<file path="config.mk">
export PLATFORM = sky130hd
export DESIGN_NAME = button_debounce_bank
export DESIGN_NICKNAME = d
export VERILOG_FILES = /design/src/rtl/button_debounce_bank.sv
export SDC_FILE = /design/constraint.sdc
export NUM_CORES = 1
export LEC_CHECK = 0
export BUFFER_PORTS_ARGS = -buffer_cell sky130_fd_sc_hd__buf_2
export CAP_MARGIN = 25
export CORE_ASPECT_RATIO = 0.8
export CORE_MARGIN = 8
export CORE_UTILIZATION = 60
export CTS_BUF_LIST = sky130_fd_sc_hd__clkbuf_2
export DETAILED_ROUTE_END_ITERATION = 16
export PLACE_DENSITY = 0.78
export SLEW_MARGIN = 20
export SYNTH_ARGS = -nofsm -noshare
export SYNTH_HDL_FRONTEND = slang
export SYNTH_SLANG_ARGS = --single-unit
</file>
<file path="constraint.sdc">
create_clock -name clk -period 4.2 [get_ports clk]
set_input_delay 0.21 -clock clk [delete_from_list [all_inputs] [get_ports clk]]
set_output_delay 0.21 -clock clk [all_outputs]
set_load 0.01 [all_outputs]
</file>
<file path="src/rtl/button_debounce_bank.sv">
// -----------------------------------------------------------------------------
// button_debounce_bank
//
// N-channel push-button conditioner. Each channel contains:
//   - a 2-FF synchroniser,
//   - a debounce filter,
//   - press/release edge pulses,
//   - a toggle bit.
// Every output is a register clocked by clk. No logic is clocked from a
// filtered signal.
//
// Optional feature: define BTN_LONG_PRESS_EN to build the long-press
// detector. Without it, long_press is tied low and the port list is the same.
//
// Ports:
//   clk        in   1     system clock
//   reset      in   1     asynchronous, active-high reset
//   btn_in     in   N_CH  raw button inputs (pressed = 1), asynchronous
//   level      out  N_CH  debounced button level
//   press      out  N_CH  1-cycle pulse on accepted 0->1
//   release_p  out  N_CH  1-cycle pulse on accepted 1->0
//   toggle     out  N_CH  flips on every accepted press
//   long_press out  N_CH  1-cycle pulse once a press has been held LONG_CYCLES
// -----------------------------------------------------------------------------
module button_debounce_bank #(
  parameter int unsigned N_CH            = 3,
  parameter int unsigned DEBOUNCE_CYCLES = 1500000,
  parameter int unsigned LONG_CYCLES     = 50000000,
  parameter logic        TOGGLE_INIT     = 1'b0
) (
  input  logic            clk,
  input  logic            reset,
  input  logic [N_CH-1:0] btn_in,
  output logic [N_CH-1:0] level,
  output logic [N_CH-1:0] press,
  output logic [N_CH-1:0] release_p,
  output logic [N_CH-1:0] toggle,
  output logic [N_CH-1:0] long_press
);

  localparam int unsigned      CNT_W    = $clog2(DEBOUNCE_CYCLES + 1);
  localparam logic [CNT_W-1:0] CNT_LAST = CNT_W'(DEBOUNCE_CYCLES - 1);

  logic [N_CH-1:0]  sync1_q;
  logic [N_CH-1:0]  sync2_q;
  logic [N_CH-1:0]  level_q;
  logic [N_CH-1:0]  level_d;
  logic [N_CH-1:0]  press_q;
  logic [N_CH-1:0]  press_d;
  logic [N_CH-1:0]  release_q;
  logic [N_CH-1:0]  release_d;
  logic [N_CH-1:0]  toggle_q;
  logic [N_CH-1:0]  toggle_d;
  logic [CNT_W-1:0] cnt_q [N_CH];
  logic [CNT_W-1:0] cnt_d [N_CH];

  // Debounce next-state: count consecutive cycles where the synchronised
  // input disagrees with the accepted level; accept on the last one.
  always_comb begin
    for (int i = 0; i < int'(N_CH); i++) begin
      cnt_d[i]     = cnt_q[i];
      level_d[i]   = level_q[i];
      press_d[i]   = 1'b0;
      release_d[i] = 1'b0;
      toggle_d[i]  = toggle_q[i];
      if (sync2_q[i] == level_q[i]) begin
        // Agreement (or a bounce back) discards any partial count.
        cnt_d[i] = {CNT_W{1'b0}};
      end else if (cnt_q[i] == CNT_LAST) begin
        // Accepting clears the counter, so it never exceeds CNT_LAST.
        cnt_d[i]     = {CNT_W{1'b0}};
        level_d[i]   = sync2_q[i];
        press_d[i]   = sync2_q[i];
        release_d[i] = ~sync2_q[i];
        if (sync2_q[i]) begin
          toggle_d[i] = ~toggle_q[i];
        end else begin
          toggle_d[i] = toggle_q[i];
        end
      end else begin
        cnt_d[i] = cnt_q[i] + CNT_W'(1);
      end
    end
  end

  // Synchroniser, debounce counters and the registered level/event outputs.
  always_ff @(posedge clk or posedge reset) begin
    if (reset) begin
      sync1_q   <= {N_CH{1'b0}};
      sync2_q   <= {N_CH{1'b0}};
      level_q   <= {N_CH{1'b0}};
      press_q   <= {N_CH{1'b0}};
      release_q <= {N_CH{1'b0}};
      toggle_q  <= {N_CH{TOGGLE_INIT}};
      for (int i = 0; i < int'(N_CH); i++) begin
        cnt_q[i] <= {CNT_W{1'b0}};
      end
    end else begin
      sync1_q   <= btn_in;
      sync2_q   <= sync1_q;
      level_q   <= level_d;
      press_q   <= press_d;
      release_q <= release_d;
      toggle_q  <= toggle_d;
      for (int i = 0; i < int'(N_CH); i++) begin
        cnt_q[i] <= cnt_d[i];
      end
    end
  end

  assign level     = level_q;
  assign press     = press_q;
  assign release_p = release_q;
  assign toggle    = toggle_q;

`ifdef BTN_LONG_PRESS_EN
  localparam int unsigned       LCNT_W   = $clog2(LONG_CYCLES + 1);
  localparam logic [LCNT_W-1:0] LCNT_MAX = LCNT_W'(LONG_CYCLES);

  logic [LCNT_W-1:0] lcnt_q [N_CH];
  logic [LCNT_W-1:0] lcnt_d [N_CH];
  logic [N_CH-1:0]   long_q;
  logic [N_CH-1:0]   long_d;

  // Long-press next-state: count held cycles, saturate at LCNT_MAX. The
  // pulse fires only on the step into saturation, so it cannot repeat.
  always_comb begin
    for (int i = 0; i < int'(N_CH); i++) begin
      lcnt_d[i] = lcnt_q[i];
      long_d[i] = 1'b0;
      if (!level_q[i]) begin
        lcnt_d[i] = {LCNT_W{1'b0}};
      end else if (lcnt_q[i] != LCNT_MAX) begin
        lcnt_d[i] = lcnt_q[i] + LCNT_W'(1);
        long_d[i] = (lcnt_q[i] == (LCNT_MAX - LCNT_W'(1)));
      end else begin
        lcnt_d[i] = lcnt_q[i];
      end
    end
  end

  // Long-press counters and the registered pulse.
  always_ff @(posedge clk or posedge reset) begin
    if (reset) begin
      long_q <= {N_CH{1'b0}};
      for (int i = 0; i < int'(N_CH); i++) begin
        lcnt_q[i] <= {LCNT_W{1'b0}};
      end
    end else begin
      long_q <= long_d;
      for (int i = 0; i < int'(N_CH); i++) begin
        lcnt_q[i] <= lcnt_d[i];
      end
    end
  end

  assign long_press = long_q;
`else
  assign long_press = {N_CH{1'b0}};
`endif

endmodule

</file>
==> key figures, run 1 <==
Logic synthesis
  – Main area contributors after synthesis: dfrtp_1 (53%), xnor2_1 (7.5%), nor2_1 (5.7%), or4_1 (3.3%), nand3_1 (3.3%)
  – Ys flop type: dfrtp_1
  – Sequential element share of the synthesized area: 0.5270
  – Top-count cell post-synth: dfrtp_1
  – Top cells by count, synth: dfrtp_1 (81), nor2_1 (58), xnor2_1 (33)
  – Syn. warnings: 0
  – Synth async-reset ratio: 1.000
  – Count of unique library cells instantiated by Yosys: 34
  – Mapped Avg Cell Area: 9.837 sq um
  – Cell count after synthesis: 391
  – Mapped Area: 0.003846 sq mm
  – Post-synth top area cell: dfrtp_1
  – Top-area cell type share of the netlist area: 0.5270
  – Number of synthesized flops with an enable pin: 0
  – Flops & latches, synth: 81

Final layout
  – Design Area, Final: 0.004148 sq mm
  – Antenna Cells: 0
  – Share of cells above drive strength 1: 0.1039
  – Area growth syn-to-layout: 7.840%
  – Utilization after layout: 0.6606
  – Fill count: 497
  – Post-layout nets: 420
  – Non-Filler Instances: 498
  – Register area: 0.002027 sq mm
  – Multi-input logic area: 0.001665 sq mm

Floorplan
  – Die W: 105.5 um
  – Num ports: 20
  – Die span in y: 87.61 um
  – Initial Util: 0.6126
  – Die ar.: 0.009244 sq mm
  – Cell Rows: 26
  – Core area: 0.006279 sq mm

Clock network
  – H-Tree Depth: 3
  – CTS sink count: 81
  – Maximum root-to-sink buffer count: 2
  – CTS root buf: clkbuf_2
  – Total clock buffers created by CTS: 9
  – Clock Latency Late Sink: 0.55 ns
  – Setup Buffers After CTS: 0
  – CTS tree: yes
  – Clock-pin slew on the worst setup and hold paths: 0.21 ns
  – PostCTS Resize Cnt: 0

Timing
  – Final setup margin: 1.916 ns
  – Clock Skew: 0.02575 ns
  – Slew Limit Fails: 0
  – Post-route setup TNS: 0 ns
  – Final period util: 0.5438
  – Fin crit period: 2.284 ns
  – Least-Margin Pin Slew: 0.6333 ns
  – FMAX: 437.9 MHz
  – Max-slew headroom: 0.5778
  – Hold_ws: 0.1804 ns
  – RSZ-0062 raised after global routing: no
  – Final setup vio count: 0
  – Fin. Hold Viols: 0

Worst setup path
  – Worst-path fanout max: 7
  – Crit path to: cnt_q[41]
  – RR Startpoint: cnt_q[21]
  – CP endpoint kind: flip-flop
  – Crit path launch: cnt_q[21]
  – R2R Setup Slk: 1.92 ns
  – CP Launch Type: flip-flop
  – RR Endpoint: cnt_q[41]
  – Required @ worst endpoint: 4.68 ns
  – Number of cells on the worst reg-to-reg path: 5
  – Worst Setup Path Type: reg2reg
  – Arrival time at the worst endpoint: 2.76 ns

Route
  – Iteration-0 DRC count of the detailed router: 188
  – Via/cell ratio: 5.671
  – DR WL/cell: 13.93 um
  – Via count: 2,824
  – Drt pass-1 iters: 4
  – DR WL met2: 3087 um
  – DR WL met3: 356 um
  – Drt drc: 0
  – Met1 wire length: 3383 um
  – Max Used Layer: met4
  – Routed WL: 6935 um
  – Post-route ant nets: 0

Min path
  – Worst min-delay path category: in2async

Global route
  – Antenna violations before repair: 0
  – Vias in the first global route: 2,608
  – Largest net degree at the start of global routing: 53
  – First-pass GRT wire length: 12,120 um
  – Gr ovfl total: 0
  – Global Route Usage Sum: 0.1632

Placement
  – Pre-CTS setup slack: 1.938 ns
  – Gpl congestion: 0.8637
  – Number of buffers added on ports: 16
  – Post-DP Area: 0.003969 sq mm
  – Hpwl dp: 4824 um
  – Placed Cells: 478

Pwr
  – Cell Pwr Density: 319.1 mW/mm^2
  – Leak: 1.730 nW
  – VDD IR max: 0.1544 mV
  – Total power: 1.323 mW

Run status
  – Status: finished clean

Run
  – Total of max-cap violations: 0
kinds of logic after synthesis:
logic type / Yosys count / synth area share
flip-flops: 81 / 0.5270
AO/OA/AOI/OAI: 45 / 0.06766
buffers and inverters: 38 / 0.04196
XOR/XNOR: 39 / 0.08881
adder cells (fa/ha/maj): 6 / 0.01952
other: 1 / 0.0009750
multiplexers: 3 / 0.007808
AND/OR/NAND/NOR: 178 / 0.2463
worst max-delay path, cell delays in order (launching register included):
cell     delay [ns]
dfrtp_1        0.46
ha_1           0.25
nand4_2        0.19
or4_1          0.67
or4_1          0.51
a21oi_1        0.15
cell usage in the layout, fill, tap and decap left out, types with 9 or more instances in the layout:
master | synthesis | routed
nand4_1 | 9 | 9
dfrtp_1 | 81 | 81
or3_1 | 9 | 9
xnor2_1 | 33 | 33
nor4_1 | 13 | 13
clkbuf_2 | 1 | 9
or4_1 | 17 | 17
a21oi_1 | 21 | 21
inv_1 | 22 | 21
nor2_1 | 58 | 58
nand2_1 | 19 | 19
o31ai_1 | 11 | 11
buf_2 | 5 | 16
o21ai_0 | 10 | 10
nand3_1 | 25 | 25
state kept, by name, indices dropped and copies added, names as in the netlist:
| name | count |
|---|---|
| toggle | 3 |
| level | 3 |
| press | 3 |
| sync2_q | 3 |
| release_p | 3 |
| cnt_q | 63 |
| sync1_q | 3 |
layer usage:
metal / global-route usage / vias up
met2: 0.2436 / 62
met3: 0.06176 / 11
met1: 0.2154 / 1348
li1: - / 1403
met5: 0 / -
met4: 0.05350 / 0
power breakdown:
| group | switching [mW] | internal [mW] |
|---|---|---|
| Combinational | 0.0345 | 0.0141 |
| Sequential | 0.0102 | 0.791 |
| Clock | 0.277 | 0.197 |
layout make-up:
cell class | instances | share of cell area
clock buffers | 9 | 0.01086
clock inverters | 7 | 0.02262
inverters | 22 | 0.02021
multi-input cells | 274 | 0.4015
flip-flops and latches | 81 | 0.4887
well taps | 84 | 0.02534
repair buffers | 21 | 0.03077
what timing repair did:
action                                  in CTS  in global routing
hold buffers                                 4                  0
hold endpoints to repair                    32                  0
endpoints found under the setup margin       0                  0
worst min-delay path by stage:
| stage | from | to | depth (start not counted) |
|---|---|---|---|
| after global routing | reset | cnt_q[31] | 3 |
| after global placement | reset | cnt_q[35] | 2 |
| final | reset | cnt_q[30] | 3 |
| after detailed placement | reset | cnt_q[35] | 2 |
| after CTS | reset | cnt_q[32] | 3 |
| after floorplan | btn_in[0] | sync1_q[0] | 0 |
Power figures use the tool's default switching activity.
==> run 2: changes to the inputs <==
CORE_UTILIZATION = 57   (was 60)
clock period = 2.1 ns   (was 4.2 ns; I/O delays follow)
==> run 2 against run 1 <==
  * Clock skew is 0.0025 ns higher
  * Sequential share of layout area is 2.4 points lower
  * Worst hold slack worse by 0.023 ns
  * Register-to-register slack worse by 1.8 ns
  * Worst setup slack worse by 1.8 ns
  * Critical path type unchanged
  * Highest routed layer unchanged
==> key figures, run 2 (synthesized netlist as in run 1, its figures left out) <==
Global route
  – Largest net degree at the start of global routing: 58 (+9.4%)
  – Gr ovfl total: 0 (unchanged)
  – Vias in the first global route: 2,905 (+11%)
  – Antenna violations before repair: 0 (unchanged)
  – First-pass GRT wire length: 12,850 um (+6.0%)
  – Global Route Usage Sum: 0.1666 (+0.003366)

Timing
  – Fin. Hold Viols: 0 (unchanged)
  – Max-slew headroom: 0.6248 (+0.04702)
  – Fin crit period: 1.973 ns (-0.3112 ns)
  – FMAX: 507.0 MHz (+16%)
  – Slew Limit Fails: 0 (unchanged)
  – Final period util: 0.9393 (+0.3956)
  – Final setup vio count: 0 (unchanged)
  – Hold_ws: 0.1574 ns (-0.02300 ns)
  – Clock Skew: 0.02824 ns (+0.002495 ns)
  – Least-Margin Pin Slew: 0.5616 ns (-0.07171 ns)

Floorplan
  – Cell Rows: 26 (unchanged)
  – Num ports: 20 (unchanged)
  – Die span in y: 89.47 um (+2.1%)
  – Die ar.: 0.009648 sq mm (+4.4%)
  – Die W: 107.8 um (+2.2%)
  – Core area: 0.006474 sq mm (+3.1%)
  – Initial Util: 0.5941 (-0.01847)

Route
  – Via/cell ratio: 5.645 (-0.45%)
  – Drt drc: 0 (unchanged)
  – DR WL/cell: 14.36 um (+3.1%)
  – Routed WL: 7408 um (+6.8%)
  – Via count: 2,913 (+3.2%)
  – Drt pass-1 iters: 4 (unchanged)
  – Post-route ant nets: 0 (unchanged)
  – Iteration-0 DRC count of the detailed router: 119 (-37%)

Pwr
  – VDD IR max: 0.3716 mV (+140%)
  – Net Sw Frac: 0.2217 (-0.02114)
  – Clock network fraction of design power: 0.373 (+0.015)
  – Psw: 0.6090 mW (+89%)
  – Cell Pwr Density: 629.8 mW/mm^2 (+97%)
  – Seq pwr share: 0.583 (-0.022)
  – Power Internal: 2.138 mW (+110%)
  – Leak: 1.831 nW (+5.9%)
  – Gate power share: 0.044 (+0.007)

Worst setup path
  – Worst Setup Path Type: reg2reg
  – Required @ worst endpoint: 2.56 ns (-2.12 ns)
  – Arrival time at the worst endpoint: 2.44 ns (-0.32 ns)
  – CP endpoint kind: flip-flop
  – CP Launch Type: flip-flop
  – Worst-path fanout max: 6 (-1)

Final layout
  – Reg with most FFs: cnt_q
  – Antenna Cells: 0 (unchanged)
  – Utilization after layout: 0.6738 (+0.01313)
  – Post-layout nets: 439 (+4.5%)
  – Commonest non-fill, non-tap cell in the layout: dfrtp_1
  – Area growth syn-to-layout: 13.40%
  – Number of flip-flops in the largest register: 63 (unchanged)
  – Fill count: 490 (-1.4%)
  – Share of cells above drive strength 1: 0.1597 (+0.05586)
  – Register area: 0.002027 sq mm (unchanged)
  – Multi-input logic area: 0.001693 sq mm (+1.7%)
  – Most frequent cells in the layout: dfrtp_1 (81), nor2_1 (58), xnor2_1 (33)

Run
  – Total of max-cap violations: 0 (unchanged)

Run status
  – Status: finished clean

Min path
  – Worst min-delay path category: in2async

Clock network
  – H-Tree Depth: 3 (unchanged)
  – CTS root buf: clkbuf_2
  – Clock Latency Late Sink: 0.51 ns (-0.04 ns)
  – CTS sink count: 81 (unchanged)
  – Total clock buffers created by CTS: 9 (unchanged)
  – Maximum root-to-sink buffer count: 2 (unchanged)
  – Clock-pin slew on the worst setup and hold paths: 0.22 ns (about the same)
  – CTS tree: yes

Placement
  – Gpl congestion: 0.8295 (-4.0%)
  – Hpwl dp: 5187 um (+7.5%)
  – Number of buffers added on ports: 16 (unchanged)
run 2: cell types whose count changed in the layout (fill, tap and decap cells not counted), sizes merged:
cell	previous run	this run
clkbuf	9	10
clkinvlp	1	3
inv	22	21
buf	17	36
bufinv	2	3
clkinv	4	0
run 2: cell type report:
class,instances,share of cell area
Clock buffer,10,0.01147
Tap cell,84,0.02410
Clock inverter,5,0.02410
Sequential cell,81,0.4647
Multi-Input combinational cell,274,0.3881
Timing Repair Buffer,40,0.06770
Inverter,22,0.01979
run 2: power by group through the flow:
| stage | Combinational [mW] | Sequential, mW | Clock (mW) |
|---|---|---|---|
| after CTS | 0.121 | 1.60 | 1.05 |
| final | 0.122 | 1.60 | 1.02 |
| after global routing | 0.141 | 1.60 | 1.11 |
| after detailed placement | 0.111 | 1.63 | 0 |
| after global placement | 0.108 | 1.63 | 0 |
| after floorplan | 0.0772 | 1.63 | 0 |
run 2: through the flow:
step / cells / setup TNS [ns] / worst slack, ns / area (sq um) / total power [mW]
after floorplan: 393 / 0 / 0.01756 / 3857 / 1.702
after global placement: 495 / 0 / 0.09045 / 4124 / 1.734
after detailed placement: 495 / 0 / 0.003868 / 4124 / 1.739
after CTS: 515 / 0 / 0.04446 / 4330 / 2.774
after global routing: 516 / -0.002590 / -0.002590 / 4362 / 2.859
final: 516 / 0 / 0.1274 / 4362 / 2.747
run 2: path summary, 6_finish.rpt:
check | start | slack [ns] | end | cells past startpoint
setup / recovery | cnt_q[21] | 0.13 | cnt_q[41] | 5
setup reg to reg | cnt_q[21] | 0.13 | cnt_q[41] | 5
hold reg to reg | sync1_q[0] | 0.37 | sync2_q[0] | 0
max in group asynchronous | reset | 1.29 | cnt_q[33] | 4
min in group clk | btn_in[0] | 0.23 | sync1_q[0] | 2
hold / removal | reset | 0.16 | cnt_q[18] | 3
run 2: critical path, stage by stage (launching register included):
cell and delay, ns:
dfrtp_1 0.40, ha_2 0.21, nand4_2 0.12, or4_4 0.56
or4_1 0.48, a21oi_1 0.16
run 2: repair_timing:
item                       CTS  global route
buffers inserted             1             1
resized for setup            1             6
setup endpoints to repair    2            10
pin swaps                    0             1
hold endpoints to repair    27             0
hold buffers                 4             0
run 2: metal layers:
metal	global-route usage	vias up	wire (um)
met5	0	-	0
met4	0.06156	0	60
met3	0.04755	8	379
met1	0.2052	1395	3455
li1	-	1436	-
met2	0.2738	74	3513
==> run 3: changes to the inputs <==
CORE_UTILIZATION = 60   (was 57)
GPL_TIMING_DRIVEN = 0   (was default)
REMOVE_ABC_BUFFERS = 1   (was default)
clock period = 2.2 ns   (was 2.1 ns; I/O delays follow)
==> run 3 against run 2 <==
  * Core utilization grew 0.20 points
  * Power shrank 9.1%
  * Worst hold slack lost 0.092 ns
  * Sequential power shrank 4%
  * Fmax shrank 8.1%
  * Sequential share of layout area grew 1.3 points
  * Critical path depth is the same
  * Combinational power shrank 16%
  * Sequential cell count is the same
  * Highest routed layer unchanged
==> key figures, run 3 (synthesized netlist as in run 1, its figures left out) <==
Route
  – Routed WL: 7351 um (-0.77%)
  – Drt pass-1 iters: 4 (unchanged)
  – Post-route ant nets: 0 (unchanged)
  – Iteration-0 DRC count of the detailed router: 165 (+39%)
  – Drt drc: 0 (unchanged)
  – DR WL/cell: 14.67 um (+2.2%)
  – Via count: 2,847 (-2.3%)
  – Via/cell ratio: 5.683 (+0.66%)

Global route
  – Antenna violations before repair: 0 (unchanged)
  – Vias in the first global route: 2,772 (-4.6%)
  – Gr ovfl total: 0 (unchanged)
  – First-pass GRT wire length: 12,940 um (+0.70%)
  – Largest net degree at the start of global routing: 56 (-3.4%)
  – Global Route Usage Sum: 0.1725 (+0.005945)

Timing
  – Slew Limit Fails: 0 (unchanged)
  – Fin crit period: 2.146 ns (+0.1733 ns)
  – Fin. Hold Viols: 0 (unchanged)
  – Least-Margin Pin Slew: 0.6148 ns (+0.05328 ns)
  – Clock Skew: 0.02064 ns (-0.007603 ns)
  – FMAX: 466.0 MHz (-8.1%)
  – Max-slew headroom: 0.5901 (-0.03473)
  – Final setup vio count: 0 (unchanged)
  – RSZ-0062 raised after global routing: yes
  – Final period util: 0.9754 (+0.03609)

Clock network
  – CTS tree: yes
  – Total clock buffers created by CTS: 9 (unchanged)
  – Clock-pin slew on the worst setup and hold paths: 0.21 ns (about the same)
  – CTS root buf: clkbuf_2
  – H-Tree Depth: 3 (unchanged)
  – Maximum root-to-sink buffer count: 2 (unchanged)
  – CTS sink count: 81 (unchanged)
  – Clock Latency Late Sink: 0.54 ns (+0.03 ns)

Worst setup path
  – CP endpoint kind: flip-flop
  – Arrival time at the worst endpoint: 2.62 ns (+0.18 ns)
  – R2R Setup Slk: 0.05 ns (-0.07 ns)
  – Worst Setup Path Type: reg2reg
  – CP Launch Type: flip-flop
  – Worst-path fanout max: 6 (unchanged)
  – Required @ worst endpoint: 2.68 ns (+0.12 ns)

Pwr
  – Clock network fraction of design power: 0.346 (-0.027)
  – Power Internal: 1.911 mW (-11%)
  – VDD IR max: 0.3784 mV (+1.8%)
  – Seq pwr share: 0.613 (+0.030)
  – Psw: 0.5856 mW (-3.8%)
  – Net Sw Frac: 0.2346 (+0.01288)
  – Gate power share: 0.041 (-0.003)
  – Cell Pwr Density: 588.4 mW/mm^2 (-6.6%)
  – Leak: 1.764 nW (-3.7%)
  – Total power: 2.497 mW (-9.1%)

Final layout
  – Area growth syn-to-layout: 10.31%
  – Non-Filler Instances: 501 (-2.9%)
  – Antenna Cells: 0 (unchanged)
  – Commonest non-fill, non-tap cell in the layout: dfrtp_1
  – Design Area, Final: 0.004243 sq mm (-2.7%)
  – Utilization after layout: 0.6758 (+0.002014)
  – Fill count: 484 (-1.2%)
  – Post-layout nets: 424 (-3.4%)
  – Share of cells above drive strength 1: 0.1391 (-0.02063)
  – Reg with most FFs: cnt_q
  – Number of flip-flops in the largest register: 63 (unchanged)
  – Most frequent cells in the layout: dfrtp_1 (80), nor2_1 (58), xnor2_1 (33)

Floorplan
  – Die W: 105.5 um (-2.2%)
  – Die span in y: 87.61 um (-2.1%)
  – Initial Util: 0.6126 (+0.01847)
  – Cell Rows: 26 (unchanged)
  – Core area: 0.006279 sq mm (-3.0%)
  – Die ar.: 0.009244 sq mm (-4.2%)
  – Num ports: 20 (unchanged)

Placement
  – Number of buffers added on ports: 16 (unchanged)
  – Hpwl dp: 4865 um (-6.2%)
  – Gpl congestion: 0.8667 (+4.5%)
  – Placed Cells: 478 (-3.4%)
  – Post-DP Area: 0.003990 sq mm (-3.2%)

Min path
  – Worst min-delay path category: in2async

Run status
  – Status: finished clean

Run
  – Total of max-cap violations: 0 (unchanged)
run 3: cell types whose count changed in the layout (fill, tap and decap cells not counted), sizes merged:
cell      previous run  this run
buf                 36        21
clkinv               0         4
clkinvlp             3         0
bufinv               3         2
clkbuf              10         9
inv                 21        22
run 3: worst paths after layout:
check / startpoint / end / cells after the start
min reg2reg: sync1_q[1] / sync2_q[1] / 0
max in group asynchronous: reset / cnt_q[49] / 4
min in group clk: btn_in[0] / sync1_q[0] / 2
max reg2reg: cnt_q[21] / cnt_q[41] / 5
min: reset / cnt_q[61] / 3
max: cnt_q[21] / cnt_q[41] / 5
run 3: what timing repair did:
action / CTS / global route
resized for setup: 4 / 9
buffers inserted: 0 / 4
hold buffers: 4 / 0
setup endpoints to repair: 38 / 41
endpoints found under the hold margin: 84 / 0
pin swaps: 0 / 3
run 3: metal layers:
metal	share of wire	vias up	GRT usage
li1	-	1411	-
met1	0.46	1343	0.2191
met2	0.47	87	0.2710
met3	0.061	6	0.06029
met4	0.011	0	0.05860
met5	0	-	0
run 3: cell type report:
cell class	count	area (sq um)	area share
clock buffer	9	45.04	0.01062
clock inverter	6	83.83	0.01976
inverter	22	85.08	0.02005
multi-input combinational	274	1718	0.4049
sequential	81	2028	0.4780
tap	84	105.1	0.02477
timing repair buffer	25	177.7	0.04188
run 3: stage by stage:
stage | setup WS (ns) | hold slack [ns] | setup TNS [ns]
floorplan | 0.009912 | 0.1414 | 0
global placement | -0.8714 | 0.2195 | -70.87
detailed placement | -0.08687 | 0.1176 | -2.511
CTS | -0.03321 | 0.04395 | -0.03321
global route | -0.02755 | 0.03765 | -0.06701
finish | 0.05411 | 0.06576 | 0
run 3: power by group through the flow:
stage	clock [mW]	sequential, mW	combinational (mW)
6_report	0.863	1.53	0.103
3_3_place_gp	0	1.55	0.0859
3_5_place_dp	0	1.55	0.0950
5_1_grt	0.960	1.54	0.120
2_1_floorplan	0	1.55	0.0656
4_1_cts	0.898	1.53	0.101
run 3: critical path, cell delays in order (launching register included):
cell	delay, ns
dfrtp_1	0.47
ha_4	0.18
nand4_4	0.15
or4_4	0.62
or4_1	0.51
a21oi_2	0.15
